**src/rtl/adc_multi_clock_sync.sv**
```systemverilog
// Brings slave ADCs into phase with the ADC0 master one at a time, in the dcm_psclk domain.
// Optional watchdog on WAIT_DCM/SAMPLE is built only when ADC_SYNC_TIMEOUT_EN is defined.
//
// state    | meaning
// ---------+---------------------------------------------------------------
// INIT     | power-up delay of INIT_DELAY cycles
// RESET    | one-cycle reset pulse to slave sel on master phase reset_phase
// WAIT_ADC | RESET_WAIT cycles for the slave ADC to come back up
// WAIT_DCM | samplers held in reset until master and slave DCMs are locked
// SAMPLE   | sample request until every phase of slave sel is valid
// DECIDE   | compare captured phase pattern against the target
// NEXT     | advance to next slave or finish
// DONE     | sequence complete, waiting for resync
module adc_multi_clock_sync #(
    parameter int NUM_SLAVES     = 1,
    parameter int NUM_PHASES     = 4,
    parameter int INIT_DELAY     = 125000000,
    parameter int RESET_WAIT     = 2000,
    parameter int MAX_RETRIES    = 16,
    parameter logic [NUM_PHASES-1:0] TARGET_MASK = 4'b0110,
    parameter logic [NUM_PHASES-1:0] TARGET_VAL  = 4'b0010,
    parameter int TIMEOUT_CYCLES = 100000,
    parameter int CNT_WIDTH      = 32,
    localparam int SEL_W         = (NUM_SLAVES > 1) ? $clog2(NUM_SLAVES) : 1,
    localparam int PH_W          = $clog2(NUM_PHASES)
) (
    input  logic                             dcm_psclk,
    input  logic                             ctrl_reset,
    input  logic                             resync,
    input  logic [NUM_SLAVES:0]              dcm_locked,
    input  logic [NUM_SLAVES*NUM_PHASES-1:0] sample_data,
    input  logic [NUM_SLAVES*NUM_PHASES-1:0] sample_valid,
    output logic                             sampler_rst,
    output logic                             sample_req,
    output logic [NUM_SLAVES-1:0]            slave_reset_start,
    output logic [PH_W-1:0]                  reset_phase,
    output logic [SEL_W-1:0]                 active_slave,
    output logic [NUM_SLAVES-1:0]            sync_ok,
    output logic [NUM_SLAVES-1:0]            sync_fail,
    output logic                             sync_done,
    output logic                             timeout_flag
);

    typedef enum logic [2:0] {
        S_INIT, S_RESET, S_WAIT_ADC, S_WAIT_DCM, S_SAMPLE, S_DECIDE, S_NEXT, S_DONE
    } state_t;

    state_t                  state, state_nxt;
    logic [CNT_WIDTH-1:0]    cnt;
    logic [SEL_W-1:0]        sel;
    logic [7:0]              retry_cnt;
    logic [PH_W-1:0]         phase;
    logic [NUM_SLAVES-1:0]   ok_q, fail_q, sel_onehot;
    logic [NUM_PHASES-1:0]   sample_q, cur_data, cur_valid;
    logic                    sel_locked, all_valid, match, pass, retry_last, last_slave;
    logic                    cnt_en, timeout_go, force_fail;

    always_comb begin
        cur_data   = '0;
        cur_valid  = '0;
        sel_locked = 1'b0;
        sel_onehot = '0;
        for (int i = 0; i < NUM_SLAVES; i++) begin
            if (sel == SEL_W'(i)) begin
                cur_data      = sample_data[i*NUM_PHASES +: NUM_PHASES];
                cur_valid     = sample_valid[i*NUM_PHASES +: NUM_PHASES];
                sel_locked    = dcm_locked[0] & dcm_locked[i+1];
                sel_onehot[i] = 1'b1;
            end
        end
    end

    assign all_valid  = &cur_valid;
    assign match      = ((sample_q & TARGET_MASK) == TARGET_VAL);
    assign pass       = match & ~force_fail;
    assign retry_last = ((retry_cnt + 8'd1) == 8'(MAX_RETRIES));
    assign last_slave = (sel == SEL_W'(NUM_SLAVES - 1));
    assign cnt_en     = (state == S_INIT) || (state == S_WAIT_ADC);

`ifdef ADC_SYNC_TIMEOUT_EN
    logic [31:0] wd_cnt;
    logic        wd_hit, tmo_q, force_q;

    assign wd_hit     = (wd_cnt == 32'(TIMEOUT_CYCLES - 1));
    // A normal exit in the same cycle as the watchdog hit takes priority.
    assign timeout_go = wd_hit && (((state == S_WAIT_DCM) && !sel_locked) ||
                                   ((state == S_SAMPLE) && !all_valid));

    always_ff @(posedge dcm_psclk) begin
        if (ctrl_reset) begin
            wd_cnt  <= '0;
            tmo_q   <= 1'b0;
            force_q <= 1'b0;
        end else begin
            wd_cnt  <= (((state == S_WAIT_DCM) || (state == S_SAMPLE)) && (state_nxt == state))
                       ? wd_cnt + 32'd1 : '0;
            force_q <= timeout_go;
            if (timeout_go)
                tmo_q <= 1'b1;
        end
    end

    assign force_fail   = force_q;
    assign timeout_flag = tmo_q;
`else
    assign timeout_go   = 1'b0;
    assign force_fail   = 1'b0;
    assign timeout_flag = 1'b0;
`endif

    always_comb begin
        state_nxt = state;
        case (state)
            S_INIT:     if (cnt == CNT_WIDTH'(INIT_DELAY - 1)) state_nxt = S_RESET;
            S_RESET:    state_nxt = S_WAIT_ADC;
            S_WAIT_ADC: if (cnt == CNT_WIDTH'(RESET_WAIT - 1)) state_nxt = S_WAIT_DCM;
            S_WAIT_DCM: if (sel_locked) state_nxt = S_SAMPLE;
                        else if (timeout_go) state_nxt = S_DECIDE;
            S_SAMPLE:   if (all_valid || timeout_go) state_nxt = S_DECIDE;
            S_DECIDE:   state_nxt = (pass || retry_last) ? S_NEXT : S_RESET;
            S_NEXT:     state_nxt = last_slave ? S_DONE : S_RESET;
            S_DONE:     if (resync) state_nxt = S_RESET;
            default:    state_nxt = S_INIT;
        endcase
    end

    always_ff @(posedge dcm_psclk) begin
        if (ctrl_reset) begin
            state     <= S_INIT;
            cnt       <= '0;
            sel       <= '0;
            retry_cnt <= '0;
            phase     <= '0;
            ok_q      <= '0;
            fail_q    <= '0;
            sample_q  <= '0;
        end else begin
            state <= state_nxt;
            cnt   <= (cnt_en && (state_nxt == state)) ? cnt + CNT_WIDTH'(1) : '0;
            if ((state == S_SAMPLE) && all_valid)
                sample_q <= cur_data;
            case (state)
                S_DECIDE: begin
                    if (pass) begin
                        ok_q <= ok_q | sel_onehot;
                    end else begin
                        retry_cnt <= retry_cnt + 8'd1;
                        phase     <= phase + PH_W'(1);
                        if (retry_last)
                            fail_q <= fail_q | sel_onehot;
                    end
                end
                S_NEXT: begin
                    retry_cnt <= '0;
                    phase     <= '0;
                    if (!last_slave)
                        sel <= sel + SEL_W'(1);
                end
                S_DONE: begin
                    if (resync) begin
                        ok_q   <= '0;
                        fail_q <= '0;
                        sel    <= '0;
                    end
                end
                default: ;
            endcase
        end
    end

    assign sampler_rst       = (state == S_WAIT_DCM);
    assign sample_req        = (state == S_SAMPLE);
    assign slave_reset_start = (state == S_RESET) ? sel_onehot : '0;
    assign reset_phase       = phase;
    assign active_slave      = sel;
    assign sync_ok           = ok_q;
    assign sync_fail         = fail_q;
    assign sync_done         = (state == S_DONE);

endmodule

```
**config.mk**
```make
export PLATFORM = sky130hd
export DESIGN_NAME = adc_multi_clock_sync
export DESIGN_NICKNAME = d
export VERILOG_FILES = /design/src/rtl/adc_multi_clock_sync.sv
export SDC_FILE = /design/constraint.sdc
export NUM_CORES = 1
export LEC_CHECK = 0
export BUFFER_PORTS_ARGS = -buffer_cell sky130_fd_sc_hd__buf_2
export CORE_ASPECT_RATIO = 1.25
export CORE_MARGIN = 5
export CORE_UTILIZATION = 60
export DETAILED_ROUTE_END_ITERATION = 16
export GPL_TIMING_DRIVEN = 0
export PLACE_DENSITY = 0.8
export SKIP_LAST_GASP = 1
export SLEW_MARGIN = 20
export SYNTH_ARGS = -nofsm -noshare
export SYNTH_HDL_FRONTEND = slang
export SYNTH_SLANG_ARGS = --single-unit
```
**constraint.sdc**
```tcl
create_clock -name dcm_psclk -period 3.05 [get_ports dcm_psclk]
set_input_delay 0 -clock dcm_psclk [delete_from_list [all_inputs] [get_ports dcm_psclk]]
set_output_delay 0 -clock dcm_psclk [all_outputs]
set_load 0.03 [all_outputs]
```
### After elaboration in Yosys (flattened, before gate mapping)

Index checks and enable logic that the tools add are counted.

* output and inout port bits: 10
* register bits: 51
* word-level logic and storage cells: 71
* input bits: 13

* equal/unequal tests: 16
* reduce and logical (&&, ||, !) cells: 14
* add/subtract/negate cells: 4
* bitwise operators: 4
* multiplexer cells: 25

Operators with widths (number)
* $add A32 B1 Y32 const B: 1
* $eq A32 B11 Y1 const B: 1
* $eq A32 B27 Y1 const B: 1
* $mux W3: 8
* $pmux W3 S8: 1
* $pmux W8 S2: 1
* $eq A3 B3 Y1 const B: 4
* $add A8 B1 Y8 const B: 1
* $eq A8 B5 Y1 const B: 1
* $mux W1: 8
* $mux W8: 1
* $ne A2 B2 Y1 const B: 4
* $reduce_and A4 Y1: 2
* $eq A3 B2 Y1 const B: 2
* $pmux W1 S2: 3
* $reduce_bool A2 Y1: 3
* $mux W4: 1
* $pmux W2 S2: 1
* $reduce_and A2 Y1: 2
* $eq A3 B1 Y1 const B: 1
* $eq A3 B3 Y1: 1
* $logic_not A3 Y1: 1
* $reduce_and A3 Y1: 1
* $add A2 B1 Y2 const B: 1
* other kinds (9): 12

### Longest topological paths before layout

Gate-level depths: netlist (run 1).

* depth in word-level cells: 9
* depth in mapped cells: 8
* depth with buffers taken out: 6

### Worst setup path before layout (run 1)

No wires, ideal clock.

* kind: register -> register
* start: reg retry_cnt[0]
* end: reg cnt[10]
* slack: 0.866 ns
* data arrival time: 2.095 ns
* stages on the path, launching flop included: 8
* buffers on the path: 1
* cell sequence: dfxtp_1 > ha_1 > or3_1 > a211o_1 > a221oi_4 > nand3_2 > buf_6 > a311oi_2

* longest elaborated chain between the ends: 9

Ends and longest elaborated chain
* from (decl): RTL line 51 `logic [7:0] retry_cnt;`
* from (signal assigned): RTL line 147 `retry_cnt <= retry_cnt + 8'd1;`
* $add A8 B1 Y8: RTL line 76 `assign retry_last = ((retry_cnt + 8'd1) == 8'(MAX_RETRIES));`
* $eq A8 B5 Y1: RTL line 76
* $logic_or A1 B1 Y1: RTL line 120 `S_DECIDE: state_nxt = (pass || retry_last) ? S_NEXT : S_RESET;`
* $mux W3: RTL line 120
* $pmux W3 S8: RTL line 113 `case (state)`
* $eq A3 B3 Y1: RTL line 139 `cnt <= (cnt_en && (state_nxt == state)) ? cnt + CNT_WIDTH'(1) : '0;`
* $logic_and A1 B1 Y1: RTL line 139
* $not A1 Y1 (no source line)
* $reduce_or A2 Y1 (no source line)
* to (signal assigned): RTL line 139
* to (decl): RTL line 49 `logic [CNT_WIDTH-1:0] cnt;`

Every way passes these cells.
A chain may end at the register's enable or synchronous reset.

### Worst setup path in the final report (run 1)

* start: reg retry_cnt[0]
* end: reg cnt[17]

The elaborated chain is that of the path after synthesis.

==> results.toml, run 1 <==
[worst_setup_path]
crit_type = "reg -> reg"
rr_startpoint = "retry_cnt[0]"
crit-reg2reg-capture = "cnt[17]"
crit_path_start = "retry_cnt[0]"
worstRegToRegCells = 7
crit_path_end_kind = "flop"
start_kind = "flop"
crit_fanout = 10
required_ps = 3270
endpoint = "cnt[17]"
reg2reg_slack_ps = 580
cp_data_arrival_time_ps = 2690

[pwr]
p_seq_share_pct = 54.8
max-vdd-ir-drop_v = 0.000327
clkPwrFrac_pct = 41.9
netSwitchingFraction_pct = 21.5
power_switching_mw = 0.252
power.leakage_nw = 1.01
p_int_mw = 0.924
power.density_nw_per_um2 = 379
combPwrFrac_pct = 3.3
power_mw = 1.18

[clock_network]
cts_root_buf = "clkbuf_8"
cts.clk_slew.worst_paths_ps = 90
htreeDepth = 2
clock_latency_ps = 310
cts_tree = "built"
cts_resized = 0
cts_setup_buffers = 0
cts_buffer_depth = 2
cts_sinks = 49
cts_buffers = 5

[global_route]
grt_max_degree = 16
grt_pass1_vias = 2397
overflow = 0
grt_pass1_wl_mm = 11.1
grt_use_total_pct = 21.9
antenna_found_initial = 0

[floorplan]
fp.dieH_um = 86.2
die_x_um = 71.0
io_pins = 23
die_area_um2 = 6120
coreArea_um2 = 4460
initial_core_util_pct = 62.6
rows = 27

[sta]
hold_violations = 0
fin_setup_tns_ps = 0
setup_viol = 0
rsz0062_at_grt = "no"
drv_slew = 0
skew_ps = 7.67
relSlewSlack_pct = 53.3
worst_pin_slew_ps = 696
finalCriticalPeriod_ps = 2470
max_freq_mhz = 405
timing.final.crit_share_pct = 81.0

[drt]
via_per_inst = 6.20
wl_per_cell_um = 15.8
dr.first_iter.drc_count = 218
drc = 0
firstDrtPassIters = 4
num_vias = 2481
final_antenna_net_count = 0
wl_mm = 6.32

[layout]
postLayoutCoreUtil_pct = 69.6
final_cell_mix = "dfxtp_1 (49), nor2_1 (29), xnor2_1 (26)"
final_common_cell = "dfxtp_1"
antennaDiodeCount = 0
drive_above_1_share_pct = 18.4
final-instance-count-excl-fill = 400
area_growth_pct = 11.2
fillCellCount = 369
final_nets = 356

[yosys]
yosys-top-cells-area = "dfxtp_1 (35%), a311oi_2 (10%), xnor2_1 (8.2%)"
synth_area_leader_cell = "dfxtp_1"
synth_xor_area_share_pct = 9.10
synth-simple-area-share_pct = 28.3
synth_mux_area_share_pct = 1.08
yosys_warnings = 0
synth_top_flop_cell = "dfxtp_1"
yosysTopAreaCellShare_pct = 35.2
synthAdderAreaFrac_pct = 0.897
synth-edff-count = 0
syn_avg_cell_area_um2 = 8.91
synth_cell_types = 49
synth_seq_area_share_pct = 35.2
synth_compound_gate_area_share_pct = 20.1
synth.cell_area_um2 = 2790
async_flop_share_pct = 0
netlist_instances = 313
synth_top_family_by_area = "simple AND/OR/NAND/NOR gates"
ys_ff_latch = 49

[placement]
dp_cells = 389
gp_congestion = 0.903
port_buffers = 17
place_hpwl_mm = 4.43

[run_status]
status = "completed"

[worst_hold_path]
holdCritPathClass = "in -> reg"

[job]
maxCapViolCount = 0
## kinds of logic (layout without fill, tap and decap cells)
family                   after synthesis  in the layout
multiplexers                           3              3
AO/OA/AOI/OAI                         59             59
AND/OR/NAND/NOR                      142            142
flip-flops                            49             49
buffers and inverters                 28             56
adder cells (fa/ha/maj)                2              2
XOR/XNOR                              29             29
other                                  1              2
## critical path: stages, from the launching register on
cell,delay (ps)
dfxtp_1,380
ha_1,300
or3_1,340
a211o_1,330
a221oi_4,390
nand3_2,180
buf_6,200
a311oi_2,250
## how the worst min path moves through the flow
stage	end	slack [ps]	from	depth (start not counted)
after floorplan	sync_fail	120	resync	1
after global placement	sample_q[2]	240	sample_data[2]	3
after detailed placement	sync_fail	240	resync	2
after CTS	state[2]	40	dcm_locked[1]	3
after global routing	state[2]	110	dcm_locked[0]	3
final	state[2]	80	dcm_locked[1]	3
## power groups by stage
| stage | combinational [mW] | clock [mW] | sequential [mW] |
|---|---|---|---|
| after global placement | 0.0357 | 0 | 0.660 |
| after CTS | 0.0392 | 0.499 | 0.645 |
| after global routing | 0.0434 | 0.523 | 0.646 |
| after detailed placement | 0.0361 | 0 | 0.660 |
| after floorplan | 0.0235 | 0 | 0.659 |
| final | 0.0390 | 0.493 | 0.645 |
## synth_stat cells (all sizes together) (3+ instances only)
| cell | instances |
|---|---|
| a21oi | 16 |
| nand2 | 18 |
| dfxtp | 49 |
| and3 | 11 |
| o21ai | 8 |
| nor2 | 29 |
| nand2b | 3 |
| a31oi | 3 |
| and4 | 4 |
| or2 | 3 |
| nor3b | 3 |
| inv | 3 |
| xnor2 | 26 |
| nand3 | 21 |
| nand4b | 3 |
| xor2 | 3 |
| buf | 9 |
| a311oi | 22 |
| nor3 | 13 |
| mux2i | 3 |
| clkbuf | 16 |
| nand4 | 9 |
| nor4 | 12 |
## state kept, by name, summed over array words and instances, names as in the netlist
name,count
cnt,32
reset_phase,2
retry_cnt,8
sample_q,2
state,3
sync_fail,1
sync_ok,1
## per-stage QoR
step                      worst slack (ps)  hold slack [ps]  instance area (um2)
final                                  580             75.1                 3100
after global routing                   416              110                 3100
after CTS                              567             42.5                 3100
after detailed placement               611              237                 2950
after global placement                 695              239                 2950
after floorplan                        866              116                 2790
## layer usage
metal / track usage, % / vias up / share of wire [%]
met4: 7.69 / 0 / 1.6
li1: - / 1225 / -
met3: 3.48 / 8 / 3.2
met1: 25.8 / 1191 / 43
met5: 0 / - / 0
met2: 40.0 / 57 / 52
## final cells by class
type,count,area (um2),share of cell area [%]
tap,58,72.6,2.34
timing repair buffer,20,115,3.71
clock buffer,6,82.6,2.66
sequential,49,981,31.6
buffer,25,133,4.28
clock inverter,2,37.5,1.21
multi-input combinational,237,1670,53.8
inverter,3,11.3,0.363
## what timing repair did
action / CTS / global route
hold buffers: 3 / 0
endpoints found under the setup margin: 0 / 0
hold endpoints to repair: 3 / 0
Power figures use the tool's default switching activity.
==> run 2, diff against run 1 <==
--- a/config.mk
+++ b/config.mk
@@ -8,10 +8,10 @@
 export BUFFER_PORTS_ARGS = -buffer_cell sky130_fd_sc_hd__buf_2
 export CORE_ASPECT_RATIO = 1.25
 export CORE_MARGIN = 5
-export CORE_UTILIZATION = 60
+export CORE_UTILIZATION = 54
 export DETAILED_ROUTE_END_ITERATION = 16
 export GPL_TIMING_DRIVEN = 0
-export PLACE_DENSITY = 0.8
+export PLACE_DENSITY = 0.76
 export SKIP_LAST_GASP = 1
 export SLEW_MARGIN = 20
 export SYNTH_ARGS = -nofsm -noshare
==> constraint.sdc (replaced) <==
create_clock -name dcm_psclk -period 2 [get_ports dcm_psclk]
set_input_delay 0 -clock dcm_psclk [delete_from_list [all_inputs] [get_ports dcm_psclk]]
set_output_delay 0 -clock dcm_psclk [all_outputs]
set_load 0.03 [all_outputs]
==> results.toml, run 2 (synthesis gave the netlist of run 1 again) <==
[run_status]
status = "finished, violations left"
violations = "setup timing"

[worst_setup_path]
required_ps = 2220
start_kind = "flop"
crit_type = "reg -> reg"
cp_data_arrival_time_ps = 2410
crit_fanout = 10
crit_path_end_kind = "flop"

[layout]
final_nets = 373
final_common_cell = "dfxtp_1"
biggestRegsByFlops = "cnt x32, retry_cnt x8, state x3"
final-instance-count-excl-fill = 420
drive_above_1_share_pct = 28.5
final_cell_mix = "dfxtp_1 (43), nor2_1 (29), xnor2_1 (26)"
top_register = "cnt"
antennaDiodeCount = 0
largest_reg_flops = 32
fillCellCount = 390
area_growth_pct = 22.3

[sta]
finalCriticalPeriod_ps = 2200
skew_ps = 4.47
timing.final.crit_share_pct = 110
max_freq_mhz = 455
holdWs_ps = 32.1
worst_pin_slew_ps = 765
drv_slew = 0
relSlewSlack_pct = 48.6
hold_violations = 0
worst_slack_ps = -196
rsz0062_at_grt = "yes"
setup_viol = 25

[drt]
drc = 0
wl_per_cell_um = 16.2
firstDrtPassIters = 5
dr.first_iter.drc_count = 110
wl_mm = 6.80
final_antenna_net_count = 0
via_per_inst = 6.06
num_vias = 2546

[floorplan]
initial_core_util_pct = 55.3
fp.dieH_um = 90.4
die_x_um = 74.3
io_pins = 23
die_area_um2 = 6710
rows = 29
coreArea_um2 = 5040

[worst_hold_path]
holdCritPathClass = "in -> reg"

[clock_network]
htreeDepth = 2
cts.clk_slew.worst_paths_ps = 80
cts_buffers = 5
cts_buffer_depth = 2
cts_sinks = 49
cts_tree = "built"
cts_root_buf = "clkbuf_8"
clock_latency_ps = 300

[global_route]
grt_max_degree = 14
grt_pass1_vias = 2489
overflow = 0
grt_pass1_wl_mm = 11.3
antenna_found_initial = 0
grt_use_total_pct = 20.9

[pwr]
power_switching_mw = 0.357
netSwitchingFraction_pct = 21.9
p_seq_share_pct = 60.1
power.density_nw_per_um2 = 478
power.leakage_nw = 1.13
p_int_mw = 1.28
max-vdd-ir-drop_v = 0.000368
combPwrFrac_pct = 3.8
clkPwrFrac_pct = 36.1

[placement]
place_hpwl_mm = 4.42
gp_congestion = 0.862
dp_cells = 393
port_buffers = 17
place_ws_ps = -261

[job]
maxCapViolCount = 0
run 2: changes by cell type in the layout (fill, tap and decap cells not counted), moves of 3 or more:
cell / change
buf_4: +8
buf_6: +5
clkbuf_1: -4
clkbuf_2: +4
dfxtp_1: -6
dfxtp_2: +3
dfxtp_4: +3
run 2: repair_timing:
item | in CTS | in global routing
pin swaps | 8 | 4
gates resized for setup | 16 | 20
endpoints found under the hold margin | 3 | 0
endpoints found under the setup margin | 34 | 36
buffers inserted | 9 | 7
hold buffers | 3 | 0
gates cloned | 2 | 0
run 2: power by group through the flow:
| stage | clock, mW | sequential, mW | combinational (mW) |
|---|---|---|---|
| 4_1_cts | 0.607 | 0.980 | 0.0600 |
| 5_1_grt | 0.648 | 0.982 | 0.0700 |
| 2_1_floorplan | 0 | 1.01 | 0.0360 |
| 6_report | 0.588 | 0.981 | 0.0625 |
| 3_3_place_gp | 0 | 1.01 | 0.0548 |
| 3_5_place_dp | 0 | 1.01 | 0.0555 |
run 2: area by class of cell:
cell class | instances | area, um2 | area share (%)
plain buffers | 25 | 168 | 4.91
clock buffers | 7 | 86.3 | 2.53
inverters | 3 | 11.3 | 0.330
multi-input cells | 237 | 1770 | 51.8
flip-flops and latches | 49 | 996 | 29.2
well taps | 62 | 77.6 | 2.27
repair buffers | 37 | 308 | 9.02
run 2: routing by layer:
metal	track usage, %	vias to the layer above	routed length, um
met5	0	-	0
met4	8.61	0	155
met1	24.4	1197	2670
met2	36.2	85	3670
li1	-	1248	-
met3	4.34	16	299
run 2: worst max-delay path, cell delays in order, from the launching register on:
cell	delay, ps
dfxtp_4	370
ha_4	150
or3_1	300
a211o_1	300
a221oi_4	370
nand3_2	180
buf_6	190
a311oi_2	240
run 2: path summary, 6_finish.rpt:
| kind | slack, ps | start | depth (start not counted) | end |
|---|---|---|---|---|
| setup reg to reg | -200 | retry_cnt[1] | 7 | cnt[11] |
| hold / removal | 30 | dcm_locked[1] | 3 | state[2] |
| setup / recovery | -200 | retry_cnt[1] | 7 | cnt[11] |
| hold reg to reg | 460 | cnt[0] | 1 | cnt[0] |
run 2: per-stage QoR:
| stage | power, mW | util [%] | setup TNS [ps] | area, um2 |
|---|---|---|---|---|
| 6_report | 1.63 | 67.7 | -4050 | 3410 |
| 5_1_grt | 1.70 | 67.7 | -6970 | 3410 |
| 4_1_cts | 1.65 | 65.3 | -2580 | 3290 |
| 3_5_place_dp | 1.06 | 59.5 | -5570 | 3000 |
| 3_3_place_gp | 1.06 | 59.5 | -4490 | 3000 |
| 2_1_floorplan | 1.04 | - | -1070 | 2840 |
==> run 3, diff against run 2 <==
--- a/config.mk
+++ b/config.mk
@@ -8,12 +8,12 @@
 export BUFFER_PORTS_ARGS = -buffer_cell sky130_fd_sc_hd__buf_2
 export CORE_ASPECT_RATIO = 1.25
 export CORE_MARGIN = 5
-export CORE_UTILIZATION = 54
+export CORE_UTILIZATION = 39
 export DETAILED_ROUTE_END_ITERATION = 16
 export GPL_TIMING_DRIVEN = 0
-export PLACE_DENSITY = 0.76
+export RECOVER_POWER = 100
 export SKIP_LAST_GASP = 1
-export SLEW_MARGIN = 20
+export SLEW_MARGIN = 25
 export SYNTH_ARGS = -nofsm -noshare
 export SYNTH_HDL_FRONTEND = slang
 export SYNTH_SLANG_ARGS = --single-unit
==> results.toml, run 3 (synthesis gave the netlist of run 1 again) <==
[layout]
final_cell_mix = "dfxtp_1 (44), nor2_1 (29), xnor2_1 (26)"
final_common_cell = "dfxtp_1"
largest_reg_flops = 32
top_register = "cnt"
multi_input_area_um2 = 1770
regArea_um2 = 995
biggestRegsByFlops = "cnt x32, retry_cnt x8, state x3"
area_growth_pct = 20.6
antennaDiodeCount = 0
final_nets = 367
postLayoutCoreUtil_pct = 48.2
drive_above_1_share_pct = 24.4
fillCellCount = 682

[drt]
final_antenna_net_count = 0
wl_per_cell_um = 15.3
drc = 0
dr.first_iter.drc_count = 118
num_vias = 2492
via_per_inst = 5.64
firstDrtPassIters = 4
wl_mm = 6.78

[worst_setup_path]
slowest_stage = "or4_4"
crit-reg2reg-capture = "cnt[0]"
crit_type = "reg -> reg"
rr_startpoint = "cnt[14]"
endpoint = "cnt[0]"
reg2reg_slack_ps = -170
required_ps = 2190
path_cells = "or4bb_1 > or4_4 > o21ai_4 > bufbuf_16 > a311oi_2"
crit_path_end_kind = "flop"
cp_data_arrival_time_ps = 2360
start_kind = "flop"
cp_slowest_stage_delay_ps = 560
worstRegToRegCells = 5
crit_fanout = 5
crit_path_start = "cnt[14]"

[pwr]
netSwitchingFraction_pct = 22.4
p_int_mw = 1.28
power_switching_mw = 0.368
combPwrFrac_pct = 3.8
power.density_nw_per_um2 = 489
clkPwrFrac_pct = 36.5
max-vdd-ir-drop_v = 0.000256
p_seq_share_pct = 59.7
power.leakage_nw = 1.06

[worst_hold_path]
min_path_cells = 3
holdCritPathClass = "in -> reg"

[sta]
max_freq_mhz = 461
finalCriticalPeriod_ps = 2170
fin_setup_tns_ps = -3240
hold_violations = 0
worst_slack_ps = -169
setup_viol = 24
timing.final.crit_share_pct = 108
drv_slew = 0
relSlewSlack_pct = 52.8
skew_ps = 7.59
rsz0062_at_grt = "yes"
worst_pin_slew_ps = 702

[global_route]
grt_max_degree = 14
antenna_found_initial = 0
grt_pass1_wl_mm = 11.6
overflow = 0
grt_pass1_vias = 2392
grt_use_total_pct = 15.7

[placement]
place_ws_ps = -274
place_hpwl_mm = 4.64
gp_congestion = 0.824
port_buffers = 17

[clock_network]
htreeDepth = 2
cts.clk_slew.worst_paths_ps = 90
clock_latency_ps = 300
cts_buffers = 5
cts_root_buf = "clkbuf_8"
cts_buffer_depth = 2
cts_tree = "built"
cts_sinks = 49

[floorplan]
io_pins = 23
rows = 34
fp.dieH_um = 105
coreArea_um2 = 6980
die_x_um = 85.7
initial_core_util_pct = 40.0
die_area_um2 = 8960

[job]
maxCapViolCount = 0

[run_status]
violations = "setup timing"
status = "finished, violations left"
-- run 3: layout make-up --
cell class | count | share of cell area, %
Clock buffer | 7 | 2.57
Timing Repair Buffer | 32 | 6.65
Multi-Input combinational cell | 237 | 52.6
Tap cell | 90 | 3.35
Sequential cell | 49 | 29.6
Inverter | 3 | 0.335
Buffer | 24 | 4.91
-- run 3: how the worst min path moves through the flow --
stage / start / end
2_1_floorplan: resync / sync_fail
3_3_place_gp: sample_data[1] / sample_q[1]
3_5_place_dp: resync / sync_fail
4_1_cts: dcm_locked[1] / state[2]
5_1_grt: dcm_locked[1] / state[2]
6_report: dcm_locked[1] / state[2]
-- run 3: power groups by stage --
| stage | sequential, mW | combinational, mW | clock [mW] |
|---|---|---|---|
| 2_1_floorplan | 1.01 | 0.0360 | 0 |
| 3_3_place_gp | 1.01 | 0.0559 | 0 |
| 3_5_place_dp | 1.01 | 0.0567 | 0 |
| 4_1_cts | 0.980 | 0.0617 | 0.621 |
| 5_1_grt | 0.983 | 0.0698 | 0.650 |
| 6_report | 0.982 | 0.0622 | 0.600 |
-- run 3: layer usage --
metal  routed length, um  share of wire (%)  up-vias  GRT usage [%]
li1                    -                  -     1244              -
met1                3010                 44     1209           19.6
met2                3540                 52       30           27.6
met3                 124                1.8        9           2.20
met4                 104                1.5        0           4.86
met5                   0                  0        -              0
-- run 3: what timing repair did --
item	CTS	global route
setup buffers	8	4
hold buffers	3	0
resized for setup	17	15
pin swaps	5	2
cloned	1	0
hold endpoints to repair	3	0
endpoints found under the setup margin	35	39
-- run 3: worst max-delay path: cells and delay by family, from the launching register on --
family	cells	cell delay, ps
buffers and inverters	1	300
DFF	1	390
and+or+nand+nor	2	1050
AOI/OAI and AO/OA	2	300
-- run 3: through the flow --
step	hold slack [ps]	power (mW)	cells	instance area, um2
final	21.4	1.64	442	3370
after global routing	69.4	1.70	442	3370
after CTS	16.6	1.66	440	3310
after detailed placement	241	1.06	421	3030
after global placement	234	1.06	421	3030
after floorplan	116	1.04	314	2840
